## src/rtl/uart_rx_ext.sv

```systemverilog
// Parametrised UART receiver: 3-sample majority voting, parity/framing/break/overrun detection,
// and a first-word-fall-through receive FIFO with a valid/ready drain port.
module uart_rx_ext #(
    parameter int unsigned CLK_FREQ   = 80_000_000,
    parameter int unsigned BAUD_RATE  = 115200,
    parameter int unsigned DATA_BITS  = 8,
    parameter int unsigned PARITY     = 0,
    parameter int unsigned STOP_BITS  = 1,
    parameter int unsigned FIFO_DEPTH = 4
) (
    input  logic                          i_clk,
    input  logic                          i_rst,
    input  logic                          i_rx_in,
    input  logic                          i_data_ready,
    output logic [DATA_BITS-1:0]          o_data,
    output logic                          o_data_valid,
    output logic                          o_parity_err,
    output logic                          o_frame_err,
    output logic                          o_break,
    output logic                          o_overrun,
    output logic [$clog2(FIFO_DEPTH):0]   o_fifo_count,
    output logic                          o_rx_busy,
    output logic [2:0]                    o_state_debug
);

    localparam int unsigned T  = (CLK_FREQ + BAUD_RATE / 2) / BAUD_RATE;
    localparam int unsigned H  = T / 2;
    localparam int unsigned CW = $clog2(T) + 1;
    localparam int unsigned BW = $clog2(DATA_BITS);
    localparam int unsigned AW = $clog2(FIFO_DEPTH);
    localparam int unsigned NW = $clog2(FIFO_DEPTH) + 1;

    localparam logic [CW-1:0] C_HM2 = CW'(H - 2);
    localparam logic [CW-1:0] C_HM1 = CW'(H - 1);
    localparam logic [CW-1:0] C_H   = CW'(H);
    localparam logic [CW-1:0] C_TM1 = CW'(T - 1);
    localparam logic [BW-1:0] LAST_BIT = BW'(DATA_BITS - 1);
    localparam logic HAS_PAR  = (PARITY != 0);
    localparam logic ODD_PAR  = (PARITY == 2);
    localparam logic TWO_STOP = (STOP_BITS == 2);

    typedef enum logic [2:0] {
        S_IDLE       = 3'd0,
        S_START      = 3'd1,
        S_DATA       = 3'd2,
        S_PARITY     = 3'd3,
        S_STOP1      = 3'd4,
        S_STOP2      = 3'd5,
        S_BREAK_WAIT = 3'd6
    } state_t;

    typedef struct packed {
        logic                 frame_err;
        logic                 parity_err;
        logic [DATA_BITS-1:0] data;
    } entry_t;

    state_t               state;
    logic                 rx_m, rx_s;
    logic [CW-1:0]        cnt;
    logic [BW-1:0]        bit_idx;
    logic [DATA_BITS-1:0] shift;
    logic                 s0, s1;
    logic                 par_bit;
    logic                 parity_err;
    logic                 frame_err;

    entry_t               mem [FIFO_DEPTH];
    logic [AW-1:0]        wr_ptr, rd_ptr;
    logic [NW-1:0]        count;

    logic maj_c, par_x_c, fin_c, fe_c, brk_c, push_c, pop_c, full_c, do_push_c;

    // Two-flop synchroniser for the asynchronous line
    always_ff @(posedge i_clk) begin
        if (i_rst) begin
            rx_m <= 1'b1;
            rx_s <= 1'b1;
        end else begin
            rx_m <= i_rx_in;
            rx_s <= rx_m;
        end
    end

    // Third vote is the live sample at counter H
    assign maj_c   = (s0 & s1) | (s0 & rx_s) | (s1 & rx_s);
    assign par_x_c = (^shift) ^ maj_c;
    assign fin_c   = (cnt == C_H) &&
                     (((state == S_STOP1) && !TWO_STOP) || (state == S_STOP2));
    assign fe_c    = (state == S_STOP2) ? (frame_err | ~maj_c) : ~maj_c;
    assign brk_c   = fin_c && (shift == '0) && (!HAS_PAR || !par_bit) && fe_c;
    assign push_c  = fin_c && !brk_c;

    always_ff @(posedge i_clk) begin
        if (i_rst) begin
            state      <= S_IDLE;
            cnt        <= '0;
            bit_idx    <= '0;
            shift      <= '0;
            s0         <= 1'b1;
            s1         <= 1'b1;
            par_bit    <= 1'b0;
            parity_err <= 1'b0;
            frame_err  <= 1'b0;
            o_break    <= 1'b0;
        end else begin
            o_break <= 1'b0;
            if (cnt == C_HM2) s0 <= rx_s;
            if (cnt == C_HM1) s1 <= rx_s;
            case (state)
                S_IDLE: begin
                    if (!rx_s) begin
                        cnt     <= '0;
                        bit_idx <= '0;
                        state   <= S_START;
                    end
                end
                S_START: begin
                    if (cnt == C_HM1) begin
                        cnt        <= '0;
                        parity_err <= 1'b0;
                        frame_err  <= 1'b0;
                        state      <= rx_s ? S_IDLE : S_DATA;
                    end else begin
                        cnt <= cnt + CW'(1);
                    end
                end
                S_DATA: begin
                    if (cnt == C_H) shift[bit_idx] <= maj_c;
                    if (cnt == C_TM1) begin
                        cnt <= '0;
                        if (bit_idx == LAST_BIT) state <= HAS_PAR ? S_PARITY : S_STOP1;
                        else                     bit_idx <= bit_idx + BW'(1);
                    end else begin
                        cnt <= cnt + CW'(1);
                    end
                end
                S_PARITY: begin
                    if (cnt == C_H) begin
                        par_bit    <= maj_c;
                        parity_err <= ODD_PAR ? ~par_x_c : par_x_c;
                    end
                    if (cnt == C_TM1) begin
                        cnt   <= '0;
                        state <= S_STOP1;
                    end else begin
                        cnt <= cnt + CW'(1);
                    end
                end
                S_STOP1, S_STOP2: begin
                    if (cnt == C_H) frame_err <= fe_c;
                    if (fin_c) begin
                        // Leave mid-stop so the next start edge can be caught early
                        o_break <= brk_c;
                        state   <= brk_c ? S_BREAK_WAIT : S_IDLE;
                    end else if (cnt == C_TM1) begin
                        cnt   <= '0;
                        state <= S_STOP2;
                    end else begin
                        cnt <= cnt + CW'(1);
                    end
                end
                S_BREAK_WAIT: begin
                    if (rx_s) state <= S_IDLE;
                end
                default: state <= S_IDLE;
            endcase
        end
    end

    // Receive FIFO: a push on full only lands when a pop frees a slot in the same cycle
    assign pop_c     = (count != '0) && i_data_ready;
    assign full_c    = (count == NW'(FIFO_DEPTH));
    assign do_push_c = push_c && (!full_c || pop_c);

    always_ff @(posedge i_clk) begin
        if (i_rst) begin
            wr_ptr    <= '0;
            rd_ptr    <= '0;
            count     <= '0;
            o_overrun <= 1'b0;
        end else begin
            o_overrun <= push_c && full_c && !pop_c;
            if (do_push_c) wr_ptr <= wr_ptr + AW'(1);
            if (pop_c)     rd_ptr <= rd_ptr + AW'(1);
            if (do_push_c && !pop_c)      count <= count + NW'(1);
            else if (!do_push_c && pop_c) count <= count - NW'(1);
        end
    end

    always_ff @(posedge i_clk) begin
        if (do_push_c) mem[wr_ptr] <= {fe_c, parity_err, shift};
    end

    assign o_data_valid  = (count != '0);
    assign o_data        = o_data_valid ? mem[rd_ptr].data       : '0;
    assign o_parity_err  = o_data_valid ? mem[rd_ptr].parity_err : 1'b0;
    assign o_frame_err   = o_data_valid ? mem[rd_ptr].frame_err  : 1'b0;
    assign o_fifo_count  = count;
    assign o_rx_busy     = (state != S_IDLE);
    assign o_state_debug = state;

endmodule

```

## config.mk

```make
export PLATFORM = sky130hd
export DESIGN_NAME = uart_rx_ext
export DESIGN_NICKNAME = d
export VERILOG_FILES = /design/src/rtl/uart_rx_ext.sv
export SDC_FILE = /design/constraint.sdc
export NUM_CORES = 1
export LEC_CHECK = 0
export BUFFER_PORTS_ARGS = -buffer_cell sky130_fd_sc_hd__buf_2
export CORE_AREA = 2 2 100 102
export DETAILED_ROUTE_END_ITERATION = 10
export DIE_AREA = 0 0 102 104
export PLACE_DENSITY = 0.66
export SLEW_MARGIN = 20
export SYNTH_ARGS = -nofsm -noshare
export SYNTH_HDL_FRONTEND = slang
export SYNTH_SLANG_ARGS = --single-unit
```

## constraint.sdc

```tcl
create_clock -name i_clk -period 3.66 [get_ports i_clk]
set_clock_uncertainty 0.05 [all_clocks]
set_input_delay 0.183 -clock i_clk [delete_from_list [all_inputs] [get_ports i_clk]]
set_output_delay 0.183 -clock i_clk [all_outputs]
set_load 0.05 [all_outputs]
```

* After elaboration in Yosys (flattened, before gate mapping)
Memories as Yosys holds them, arrays and structs flattened. A register that Yosys moved wholly into a read port is not among the register bits.
Index checks and enable logic that the tools add are counted.
** Operators by class
- $lt $le $gt $ge :: 2
- Muxes and demuxes :: 38
- Reduce and logical (&&, ||, !) cells :: 36
- Bitwise operators :: 10
- Add/subtract/negate cells :: 6
- Eq/ne operators :: 23
** Operators by type and width (number)
- 11-bit 2-to-1 mux :: 4
- 11-bit one-hot mux with 4 select lines :: 1
- 3-bit 2-to-1 mux :: 14
- 11-bit by 9-bit == test with 1-bit output, second input constant :: 3
- 2-bit != test, second input constant :: 10
- 3-bit one-hot mux with 6 select lines :: 1
- 3-bit == test, second input constant :: 5
- 11-bit by 1-bit adder with 11-bit output, second input constant :: 1
- 11-bit by 10-bit == test with 1-bit output, second input constant :: 1
- 1-bit logical AND :: 11
- 1-bit 2-to-1 mux :: 9
- 3-bit AND reduction :: 3
- 8-bit bitwise mux :: 1
- 8-bit logical NOT :: 1
- 8-bit 2-to-1 mux :: 1
- 2-bit nonzero test :: 4
- 8-bit XOR reduction :: 1
- 7-bit AND reduction :: 1
- 3-bit by 1-bit adder with 3-bit output, second input constant :: 2
- 3-bit by 2-bit == test with 1-bit output, second input constant :: 2
- 2-bit 2-to-1 mux :: 3
- 3-bit one-hot mux with 2 select lines :: 1
- 3-bit nonzero test :: 2
- 2-bit by 1-bit adder with 2-bit output, second input constant :: 2
- other kinds (19) :: 31
** Storage, ports and cells
- Logic and storage cells :: 131
- Memory bits (writable) :: 40
- Memories kept :: 1
- Bits of input ports :: 4
- Register bits :: 40
** Memory list
- mem :: words 4, width 10, rd ports 1, clocked after memory_dff 1, write ports 1, line 68 : entry_t mem [FIFO_DEPTH];

* Longest topological paths before layout
Gate-level depths: netlist (run 1).
- Word-level depth :: 14
- Gate-level depth with buffers :: 12
- Mapped depth without buffers :: 11

* Least setup slack after synthesis (run 1)
OpenSTA, ideal clock, no wires.
- Path kind :: reg-to-reg
- Start :: register state[1] (netlist: o_state_debug[1])
- End :: register count[2] (netlist: o_fifo_count[2])
- Arrival :: 2.851 ns
- Setup slack :: 0.688 ns
- Data required time :: 3.539 ns
- Cell stages (with the launch flop) :: 12
- Cells stage by stage :: dfxtp_1 > clkbuf_1 > nand4b_1 > a21oi_1 > and3b_1 > clkbuf_1 > ha_1 > inv_1 > fa_1 > xor2_1 > or3_1 > a21oi_1
** Between the ends
- Cells in the longest elaborated chain, start to end :: 11
- Elaborated cells on any way between the ends :: 15
- Classes of those cells :: 2 x eq/ne; 2 x mux; 11 x reduce/logical
** Ends and longest elaborated chain
- start: declaration :: line 58 : state_t state;
- start signal: assignment :: line 123 : state <= rx_s ? S_IDLE : S_DATA;
- start signal: assignment :: line 132 : if (bit_idx == LAST_BIT) state <= HAS_PAR ? S_PARITY : S_STOP1;
- start signal: assignment :: line 155 : state <= brk_c ? S_BREAK_WAIT : S_IDLE;
- 3-bit == test, on equally long branches :: line 89, 90
- 1-bit logical OR :: line 89 : (((state == S_STOP1) && !TWO_STOP) || (state == S_STOP2));
- 1-bit logical AND :: line 88 : assign fin_c = (cnt == C_H) &&
- 1-bit logical AND (2 in a row) :: line 91 : assign brk_c = fin_c && (shift == '0) && (!HAS_PAR || !par_bit) && fe_c;
- 1-bit logical NOT :: line 92 : assign push_c = fin_c && !brk_c;
- 1-bit logical AND (*) :: line 92
- 1-bit logical AND (*) :: line 174 : assign do_push_c = push_c && (!full_c || pop_c);
- net do_push_c :: line 72 : logic maj_c, par_x_c, fin_c, fe_c, brk_c, push_c, pop_c, full_c, do_push_c;
- 1-bit logical NOT :: line 187 : else if (!do_push_c && pop_c) count <= count - NW'(1);
- 1-bit logical AND :: line 187
- 2-bit nonzero test (no source line)
- end signal: assignment :: line 186 : if (do_push_c && !pop_c) count <= count + NW'(1);
- end signal: assignment :: line 187
- end: declaration :: line 70 : logic [NW-1:0] count;
The timed path passes the listed nets; every way through them passes the cells marked *.
A chain may end at the register's enable or synchronous reset.

* Worst setup path after layout (run 1)
- Start :: register cnt[0]
- End :: register count[2] (netlist: o_fifo_count[2])
** Between the ends
- Cells in the longest elaborated chain, start to end :: 10
- Elaborated cells on any way between the ends :: 12
- Classes of those cells :: 1 x eq/ne; 1 x mux; 10 x reduce/logical
** Ends and longest elaborated chain
- start: declaration :: line 60 : logic [CW-1:0] cnt;
- start signal: assignment :: line 125 : cnt <= cnt + CW'(1);
- start signal: assignment :: line 135 : cnt <= cnt + CW'(1);
- start signal: assignment :: line 147 : cnt <= cnt + CW'(1);
- 11-bit by 9-bit == test with 1-bit output (*) :: line 88
- 1-bit logical AND (*) :: line 88
- 1-bit logical AND (2 in a row) :: line 91
- 1-bit logical NOT :: line 92
- 1-bit logical AND (*) :: line 92
- 1-bit logical AND (*) :: line 174
- 1-bit logical NOT :: line 187
- 1-bit logical AND :: line 187
- 2-bit nonzero test (no source line)
Every way passes the cells marked *; elsewhere a longest branch is shown, timed or not.

==> results.sh, run 1 <==
export IMPL_synth_edff_count=40
export IMPL_initial_core_util_pct=40.6
export IMPL_die_area_um2=10600
export IMPL_multi_input_area_um2=1700
export IMPL_via_count=2472
export IMPL_avgSynthCellArea_um2=11.5
export IMPL_hold_path_class="in -> reg"
export IMPL_grt_pass1_wl_um=12000
export IMPL_insertion_delay_ns=0.36
export IMPL_layout_drive_gt1_share_pct=16.3
export IMPL_setup_viol=0
export IMPL_dr_pass1_iters=4
export IMPL_finalSetupTns_ns=0
export IMPL_gr_total_overflow=0
export IMPL_endpoint_kind="flop"
export IMPL_wire_per_inst_um=14.4
export IMPL_required_ns=3.90
export IMPL_crit_arrival_ns=3.08
export IMPL_tightest_slew_ns=0.635
export IMPL_cts_max_path_buffers=2
export IMPL_syn_area_um2=3880
export IMPL_max_stage_delay_ns=0.44
export IMPL_fillCellCount=918
export IMPL_power_density_nw_per_um2=548
export IMPL_yosysUniqueCellTypes=56
export IMPL_fmax_mhz=352
export IMPL_io_pins=24
export IMPL_totalPowerFinal_mw=2.38
export IMPL_synth_nets=357
export IMPL_grt_pass1_vias=2434
export IMPL_dpl_hpwl_um=4860
export IMPL_synth_area_leader_cell="edfxtp_1"
export IMPL_crit_type="reg -> reg"
export IMPL_num_rows=36
export IMPL_chipHeight_um=104
export IMPL_viasPerCell=5.00
export IMPL_hold_ws_ns=0.134
export IMPL_post_cts_buffers=0
export IMPL_hold_viol=0
export IMPL_area_growth_pct=11.9
export IMPL_vdd_drop_max_mv=0.273
export IMPL_clk_pin_slew_ns=0.08
export IMPL_fin_area_um2=4340
export IMPL_yosysTopAreaCellShare_pct=30.9
export IMPL_num_antenna_cells=0
export IMPL_ys_flop_type="dfxtp_1"
export IMPL_period_minus_slack_ns=2.84
export IMPL_place_congestion=0.832
export IMPL_fp_dieW_um=102
export IMPL_cts_buffers=9
export IMPL_antenna_found_initial=0
export IMPL_drv_cap=0
export IMPL_io_buffers=23
export IMPL_leakage_nw=1.59
export IMPL_synthTopCellsByArea="edfxtp_1 31%, dfxtp_1 22%, mux4_2 5.8%"
export IMPL_nets=376
export IMPL_dpl_instance_area_um2=4090
export IMPL_ant_nets=0
export IMPL_grt_max_degree=36
export IMPL_relSlewSlack_pct=56.6
export IMPL_path_cells="ha_1 > nand4b_1 > nor3_1 > and3b_1 > ha_1 > inv_1 > fa_1 > xor2_1 > or3_1 > a21oi_1"
export IMPL_cts_tree="built"
export IMPL_critPathBufInv=1
export IMPL_drt_total_wl_um=7140
export IMPL_register_area_um2=2040
export IMPL_drc_errors=0
export IMPL_cts_sinks=82
export IMPL_yosysWarnings=0
export IMPL_status="finished clean"
export IMPL_yosysSeqAreaShare_pct=52.6
export IMPL_async_reset_ff_share_pct=0
export IMPL_grt_use_total_pct=14.7
export IMPL_cts_hold_buffers=1
export IMPL_crit_path_max_fanout=7
export IMPL_clockRootBuffer="clkbuf_8"
export IMPL_slew_viol_final=0
export IMPL_fin_crit_sh_pct=77.6
export IMPL_cts_max_level=3
export IMPL_fp_coreArea_um2=9550
export IMPL_cp_slowest_cell="dfxtp_1"
export IMPL_post_cts_resized=0
export IMPL_rrSetupSlack_ns=0.82
export IMPL_path_delay_family="simple AND/OR/NAND/NOR gates"
export IMPL_critPathLaunchType="flop"
export IMPL_post_route_util_pct=45.5
export IMPL_syn_inst=338
export IMPL_ys_ff_latch=82
export IMPL_drt_iter0_markers=151
export IMPL_rsz0062_at_grt="false"
export IMPL_critPathMostFrequentCell="ha_1"
==> flip-flops by register name (all words and copies together) (netlist names), named ones only <==
register / flops
bit_idx: 3
cnt: 11
frame_err: 1
mem: 40
o_break: 1
o_fifo_count: 3
o_overrun: 1
o_state_debug: 3
parity_err: 1
rd_ptr: 2
rx_m: 1
rx_s: 1
s0: 1
s1: 1
shift: 8
wr_ptr: 2
==> power by group <==
group          switching, mW  internal (mW)  total (mW)
Sequential            0.0648          0.985        1.05
Combinational          0.377          0.168       0.545
Clock                  0.334          0.453       0.787
Total                  0.776           1.61        2.38
==> final timing paths <==
| kind | start | cells past startpoint | to |
|---|---|---|---|
| max reg2reg | cnt[0] | 10 | o_fifo_count[2] |
| min reg2reg | rx_m | 1 | rx_s |
| max | cnt[0] | 10 | o_fifo_count[2] |
| min | i_data_ready | 3 | o_overrun |
==> routing by layer <==
| layer | vias to the layer above | track usage (%) | part of all wire [%] |
|---|---|---|---|
| met3 | 13 | 3.36 | 3.3 |
| met5 | - | 0 | 0 |
| li1 | 1255 | - | - |
| met1 | 1164 | 19.9 | 48 |
| met2 | 40 | 22.1 | 46 |
| met4 | 0 | 7.14 | 2.5 |
==> kinds of logic (layout without fill, tap and decap cells) <==
| kind of cell | after synthesis | after routing | share of synthesized area, % |
|---|---|---|---|
| buf+inv | 35 | 58 | 3.61 |
| flops | 82 | 82 | 52.6 |
| simple gates | 127 | 127 | 18.7 |
| fa+ha+maj | 16 | 16 | 5.29 |
| xor+xnor | 16 | 16 | 3.61 |
| mux | 20 | 20 | 8.41 |
| compound gates | 42 | 42 | 7.80 |
==> cells in the final DEF, fill, tap and decap left out, types with 10 or more instances in the layout <==
cell	count
nand2b_1	12
dfxtp_1	42
buf_2	23
and2_1	15
mux4_2	10
edfxtp_1	40
inv_1	19
ha_1	14
nor2_1	28
nand2_1	15
a21oi_1	12
==> synth_stat cells, drive strengths merged, types with 2 or more instances <==
master,count
a211o,3
or4b,2
inv,19
o31ai,6
nand2,15
nor2b,2
nor3b,3
nor2,28
xor2,7
nand4,2
nand4b,4
edfxtp,40
a21oi,14
o41ai,2
ha,14
mux4,10
buf,4
clkbuf,12
a22oi,2
or3,7
o21ai,4
and3,4
nand3,8
dfxtp,42
or4,5
xnor2,9
nor3,5
mux2i,9
and2,15
nand2b,12
o211ai,2
or2,3
nor4,2
nand3b,6
==> worst reg2reg max path: stages, from the launching register on <==
cell and delay (ns):
dfxtp_1 0.44, ha_1 0.27, nand4b_1 0.11, nor3_1 0.24, and3b_1 0.34, ha_1 0.23, inv_1 0.07, fa_1 0.37
xor2_1 0.17, or3_1 0.32, a21oi_1 0.15
==> metrics by stage <==
step | cells | setup slack [ns]
6_report | 494 | 0.820
5_1_grt | 494 | 0.599
4_1_cts | 494 | 0.800
3_5_place_dp | 478 | 0.833
2_1_floorplan | 338 | 0.688
3_3_place_gp | 478 | 0.951
==> layout make-up <==
cell class | count | share of cell area, %
Sequential cell | 82 | 47.0
Multi-Input combinational cell | 221 | 39.1
Tap cell | 133 | 3.83
Timing Repair Buffer | 24 | 2.88
Clock buffer | 9 | 2.85
Clock inverter | 6 | 2.65
Inverter | 19 | 1.64
Note: power is estimated with default switching activity, not from simulation.
==> run 2: changes to the inputs <==
ABC_AREA = 1   (was unset)
CORE_AREA = 2 2 101 103   (was 2 2 100 102)
DIE_AREA = 0 0 103 105   (was 0 0 102 104)
PLACE_DENSITY = 0.67   (was 0.66)
clock period = 2.65 ns   (was 3.66 ns; I/O delays follow)
==> run 2 against run 1 <==
Effect of this change:
- count of clock-buffer cells in the layout did not move
- cell count rose by 32%
- highest routed layer unchanged
- core utilization rose by 1.5 points
- largest cell class unchanged
==> results.sh, run 2 <==
export IMPL_finalSetupTns_ns=0
export IMPL_fp_dieW_um=103
export IMPL_die_area_um2=10800
export IMPL_clockRootBuffer="clkbuf_8"
export IMPL_status="finished clean"
export IMPL_largest_reg_flops=40
export IMPL_grt_use_total_pct=16.4
export IMPL_setup_viol=0
export IMPL_reg_top3="mem x40, cnt x11, shift x8"
export IMPL_leakage_nw=1.93
export IMPL_yosysUniqueCellTypes=38
export IMPL_dpl_hpwl_um=5900
export IMPL_final_common_cell="nor2_1"
export IMPL_grt_pass1_vias=3037
export IMPL_synth_area_leader_cell="edfxtp_1"
export IMPL_stdcell_count=652
export IMPL_endpoint_kind="flop"
export IMPL_wire_per_inst_um=12.8
export IMPL_cts_max_path_buffers=2
export IMPL_num_rows=36
export IMPL_io_pins=24
export IMPL_via_count=3180
export IMPL_ant_nets=0
export IMPL_yosysMostFrequentCell="nor2_1"
export IMPL_crit_path_max_fanout=6
export IMPL_tightest_slew_ns=0.662
export IMPL_synth_edff_count=40
export IMPL_area_growth_pct=12.4
export IMPL_top_register="mem"
export IMPL_hold_path_class="in -> reg"
export IMPL_layout_common_cells="98 x nor2_1, 61 x nand2_1, 57 x inv_1, 40 x dfxtp_1, 40 x edfxtp_1"
export IMPL_antenna_found_initial=0
export IMPL_yosysWarnings=0
export IMPL_initial_core_util_pct=41.8
export IMPL_insertion_delay_ns=0.36
export IMPL_grt_pass1_wl_um=14100
export IMPL_io_buffers=23
export IMPL_synth_fa_ha_area_share_pct=4.85
export IMPL_fmax_mhz=413
export IMPL_synth_nets=500
export IMPL_chipHeight_um=105
export IMPL_cts_tree="built"
export IMPL_yosysTopAreaCellShare_pct=29.8
export IMPL_pre_cts_slack_ns=0.226
export IMPL_fp_coreArea_um2=9640
export IMPL_yosysSeqAreaShare_pct=50.7
export IMPL_post_route_util_pct=47.0
export IMPL_gr_total_overflow=0
export IMPL_drv_cap=0
export IMPL_crit_arrival_ns=2.63
export IMPL_synth_compound_gate_area_share_pct=12.0
export IMPL_async_reset_ff_share_pct=0
export IMPL_num_antenna_cells=0
export IMPL_critPathLaunchType="flop"
export IMPL_nets=533
export IMPL_dr_pass1_iters=5
export IMPL_syn_inst=481
export IMPL_vdd_drop_max_mv=0.659
export IMPL_synth_xor_area_share_pct=1.30
export IMPL_drc_errors=0
export IMPL_hold_viol=0
export IMPL_crit_type="reg -> reg"
export IMPL_grt_max_degree=22
export IMPL_fin_crit_sh_pct=91.5
export IMPL_required_ns=2.85
export IMPL_relSlewSlack_pct=55.8
export IMPL_power_density_nw_per_um2=864
export IMPL_ys_flop_type="dfxtp_1"
export IMPL_synth_common_cells="98 x nor2_1, 61 x nand2_1, 57 x inv_1, 42 x dfxtp_1, 40 x edfxtp_1"
export IMPL_place_congestion=0.839
export IMPL_synth_simple_area_share_pct=23.6
export IMPL_dp_cells=635
export IMPL_cts_sinks=82
export IMPL_layout_setup_ws_ns=0.226
export IMPL_cts_buffers=9
export IMPL_rrSetupSlack_ns=0.23
export IMPL_avgSynthCellArea_um2=8.37
export IMPL_synthTopCellsByArea="edfxtp_1 30%, dfxtp_1 21%, nor2_1 9.1%"
export IMPL_synthMuxAreaShare_pct=0
export IMPL_rsz0062_at_grt="false"
export IMPL_slew_viol_final=0
export IMPL_layout_drive_gt1_share_pct=16.0
export IMPL_clk_pin_slew_ns=0.10
export IMPL_viasPerCell=4.88
export IMPL_synth_top_family_by_area="simple AND/OR/NAND/NOR gates"
export IMPL_drt_iter0_markers=105
export IMPL_drt_total_wl_um=8350
export IMPL_syn_area_um2=4030
export IMPL_period_minus_slack_ns=2.42
export IMPL_cts_max_level=3
export IMPL_ys_ff_latch=82
## run 2: cell count changes after synthesis, sizes merged, moves of 10 or more
cell and change:
nand2 +53, o21ai +40, inv +47, nand2b -12
nor2 +77, and2 -15, mux4 -10, a21oi +24
## run 2: kinds of logic (layout without fill, tap and decap cells)
| kind of cell | after synthesis | in the layout |
|---|---|---|
| AO/OA/AOI/OAI | 89 | 89 |
| flip-flops | 82 | 82 |
| adder cells (fa/ha/maj) | 15 | 15 |
| XOR/XNOR | 6 | 6 |
| buffers and inverters | 78 | 116 |
| AND/OR/NAND/NOR | 211 | 211 |
## run 2: routing by layer
metal | GRT usage, % | wire length (µm)
met2 | 26.5 | 4030
met5 | 0 | 0
met4 | 6.02 | 122
met1 | 21.8 | 3920
met3 | 2.88 | 268
## run 2: power breakdown
part / internal, mW / switching, mW / leakage (nW) / total, mW
clock network: 0.368 / 0.514 / 0.0962 / 0.881
logic: 0.388 / 1.15 / 1.06 / 1.54
registers: 1.39 / 0.100 / 0.769 / 1.49
## run 2: cell type report
cell class | instances | area, µm²
Timing Repair Buffer | 33 | 193
Fill cell | 947 | 5110
Tap cell | 133 | 166
Inverter | 67 | 251
Sequential cell | 82 | 2040
Clock buffer | 9 | 124
Clock inverter | 7 | 67.6
Multi-Input combinational cell | 321 | 1680
## run 2: through the flow
step | hold slack, ns | power (mW) | instance area, µm²
global route | 0.0753 | 4.16 | 4530
finish | 0.0708 | 3.91 | 4530
floorplan | 0.186 | 2.73 | 4030
global placement | 0.267 | 3.04 | 4320
CTS | 0.0771 | 3.93 | 4530
detailed placement | 0.269 | 3.06 | 4320
## run 2: what timing repair did
| action | in CTS | in global routing |
|---|---|---|
| resized for setup | 0 | 1 |
| endpoints found under the setup margin | 0 | 1 |
| hold endpoints to repair | 1 | 0 |
| setup buffers | 0 | 0 |
| hold buffers | 1 | 0 |
## run 2: worst paths after layout
check	start	to	cells past startpoint
worst min register to register	rx_m	rx_s	1
worst min-delay path	i_data_ready	o_overrun	4
worst max-delay path	shift[7]	o_fifo_count[2]	13
worst max register to register	shift[7]	o_fifo_count[2]	13
## run 2: critical path, cell delays in order (launching register included)
cell     delay [ns]
dfxtp_1        0.45
inv_1          0.07
ha_1           0.19
nand4_1        0.14
or2_1          0.21
nand4_2        0.11
inv_1          0.07
ha_1           0.13
inv_1          0.06
fa_1           0.38
a21oi_1        0.14
o21ai_0        0.11
o21ai_0        0.15
a21oi_1        0.05
==> run 3: changes to the inputs <==
ABC_AREA = unset   (was 1)
CORE_AREA = 2 2 100 102   (was 2 2 101 103)
CTS_CLUSTER_SIZE = 16   (was unset)
DIE_AREA = 0 0 102 104   (was 0 0 103 105)
PLACE_DENSITY = 0.66   (was 0.67)
==> run 3 against run 2 <==
Effect of this change:
- first-iteration DRC count is 37% higher
- highest routed layer unchanged
- cell count decreased by 22%
- setup slack lost 0.041 ns
- worst hold slack improved by 0.0055 ns
- sequential share of layout area rose by 1.2 points
- sequential cell count unchanged
- critical endpoint unchanged
- global-route usage down 2.0 points
- die area is 1.9% lower
- critical path type unchanged
- via count down 18%
- count of clock-buffer cells in the layout unchanged
- non-clock buffer count is 3 higher
==> results.sh, run 3 (same netlist as run 1, synthesis figures left out) <==
export IMPL_largest_reg_flops=40
export IMPL_gr_total_overflow=0
export IMPL_crit_path_max_fanout=5
export IMPL_hold_path_class="in -> reg"
export IMPL_cts_max_path_buffers=2
export IMPL_tightest_slew_ns=0.660
export IMPL_grt_pass1_wl_um=12100
export IMPL_rr_startpoint="o_fifo_count[0]"
export IMPL_critPathLaunchType="flop"
export IMPL_p_int_mw=2.29
export IMPL_fin_area_um2=4450
export IMPL_final_common_cell="edfxtp_1"
export IMPL_cts_tree="built"
export IMPL_required_ns=2.88
export IMPL_num_antenna_cells=0
export IMPL_hold_viol=0
export IMPL_viasPerCell=5.14
export IMPL_nets=388
export IMPL_grt_pass1_vias=2508
export IMPL_io_buffers=23
export IMPL_fp_coreArea_um2=9550
export IMPL_die_area_um2=10600
export IMPL_dr_pass1_iters=4
export IMPL_dp_cells=489
export IMPL_relSlewSlack_pct=56.0
export IMPL_period_minus_slack_ns=2.47
export IMPL_antenna_found_initial=0
export IMPL_cts_max_level=3
export IMPL_pwr_share_clk_pct=27.7
export IMPL_wire_per_inst_um=14.5
export IMPL_hold_start="i_data_ready"
export IMPL_initial_core_util_pct=40.6
export IMPL_dpl_hpwl_um=5060
export IMPL_r2r_end="o_fifo_count[2]"
export IMPL_insertion_delay_ns=0.35
export IMPL_place_congestion=0.811
export IMPL_pre_cts_slack_ns=0.110
export IMPL_clk_pin_slew_ns=0.09
export IMPL_whs_path_depth=3
export IMPL_layout_common_cells="40 x edfxtp_1, 29 x dfxtp_1, 28 x nor2_1, 23 x buf_2, 19 x inv_1"
export IMPL_reg2reg_depth=9
export IMPL_fin_crit_sh_pct=93.0
export IMPL_via_count=2605
export IMPL_p_seq_share_pct=37.3
export IMPL_cp_slowest_cell="or4b_2"
export IMPL_ant_nets=0
export IMPL_slew_viol_final=0
export IMPL_power_density_nw_per_um2=856
export IMPL_top_register="mem"
export IMPL_max_stage_delay_ns=0.68
export IMPL_critPathBufInv=1
export IMPL_min_to="o_overrun"
export IMPL_clockRootBuffer="clkbuf_8"
export IMPL_layout_setup_ws_ns=0.185
export IMPL_cts_buffers=9
export IMPL_crit_arrival_ns=2.70
export IMPL_vdd_drop_max_mv=0.519
export IMPL_stdcell_count=507
export IMPL_grt_use_total_pct=14.4
export IMPL_drt_total_wl_um=7330
export IMPL_totalPowerFinal_mw=3.81
export IMPL_power_switching_mw=1.52
export IMPL_drv_cap=0
export IMPL_fmax_mhz=406
export IMPL_setup_viol=0
export IMPL_leakage_nw=1.53
export IMPL_rrSetupSlack_ns=0.18
export IMPL_comb_power_share_pct=34.9
export IMPL_swShare_pct=39.9
export IMPL_path_delay_family="simple AND/OR/NAND/NOR gates"
export IMPL_endpoint_kind="flop"
export IMPL_reg_top3="mem x40, cnt x11, shift x8"
export IMPL_drt_iter0_markers=144
export IMPL_grt_max_degree=36
export IMPL_cts_sinks=82
export IMPL_io_pins=24
export IMPL_layout_drive_gt1_share_pct=23.0
export IMPL_dpl_instance_area_um2=4190
export IMPL_fp_dieW_um=102
export IMPL_drc_errors=0
export IMPL_status="finished clean"
export IMPL_fillCellCount=913
export IMPL_crit_type="reg -> reg"
export IMPL_chipHeight_um=104
export IMPL_area_growth_pct=14.7
export IMPL_num_rows=36
export IMPL_path_cells="or4b_2 > nor2b_1 > and3b_1 > ha_1 > inv_1 > fa_1 > xor2_1 > or3_1 > a21oi_1"
run 3: power by group through the flow:
stage               clock, mW  sequential [mW]  combinational (mW)
floorplan                   0             1.52               0.982
global placement            0             1.45                1.33
detailed placement          0             1.46                1.35
CTS                      1.07             1.43                1.35
global route             1.13             1.44                1.43
finish                   1.06             1.42                1.33
run 3: stage by stage:
stage | util [%] | TNS (ns) | hold slack, ns
2_1_floorplan | - | 0 | 0.186
3_3_place_gp | 43.8 | 0 | 0.268
3_5_place_dp | 43.8 | 0 | 0.266
4_1_cts | 46.4 | 0 | 0.0519
5_1_grt | 46.6 | -0.00139 | 0.0750
6_report | 46.6 | 0 | 0.0764
run 3: how the worst max path moves through the flow:
stage                     slack, ns               to             start  depth (start not counted)
after global routing         -0.001  o_fifo_count[2]            cnt[1]                         10
after floorplan               0.004  o_fifo_count[2]  o_state_debug[1]                         11
after detailed placement       0.11  o_fifo_count[2]            cnt[9]                          9
after CTS                      0.11  o_fifo_count[2]            cnt[9]                          9
final                          0.18  o_fifo_count[2]   o_fifo_count[0]                          9
after global placement         0.20  o_fifo_count[2]            cnt[9]                          9
run 3: layout make-up:
type,count,area (µm²),share of cell area (%)
well taps,133,166,3.74
clock buffers,9,124,2.78
repair buffers,36,215,4.83
clock inverters,7,108,2.42
multi-input cells,221,1700,38.3
flip-flops and latches,82,2060,46.3
inverters,19,71.3,1.60
run 3: routing by layer:
metal	wire (µm)	global-route usage, %	vias to the layer above
met5	0	0	-
met4	108	5.52	0
met3	207	2.62	10
met2	3630	23.6	39
met1	3380	18.8	1268
li1	-	-	1288
run 3: tightest hold or removal path: stages:
cell and delay [ns]:
buf_2 0.10, or4b_2 0.12, nor4_1 0.07
run 3: what timing repair did:
action                     4_1_cts  5_1_grt
hold buffers                     1        0
hold endpoints to repair         1        0
setup endpoints to repair        0        1
resized for setup                0        9
setup buffers                    0        1
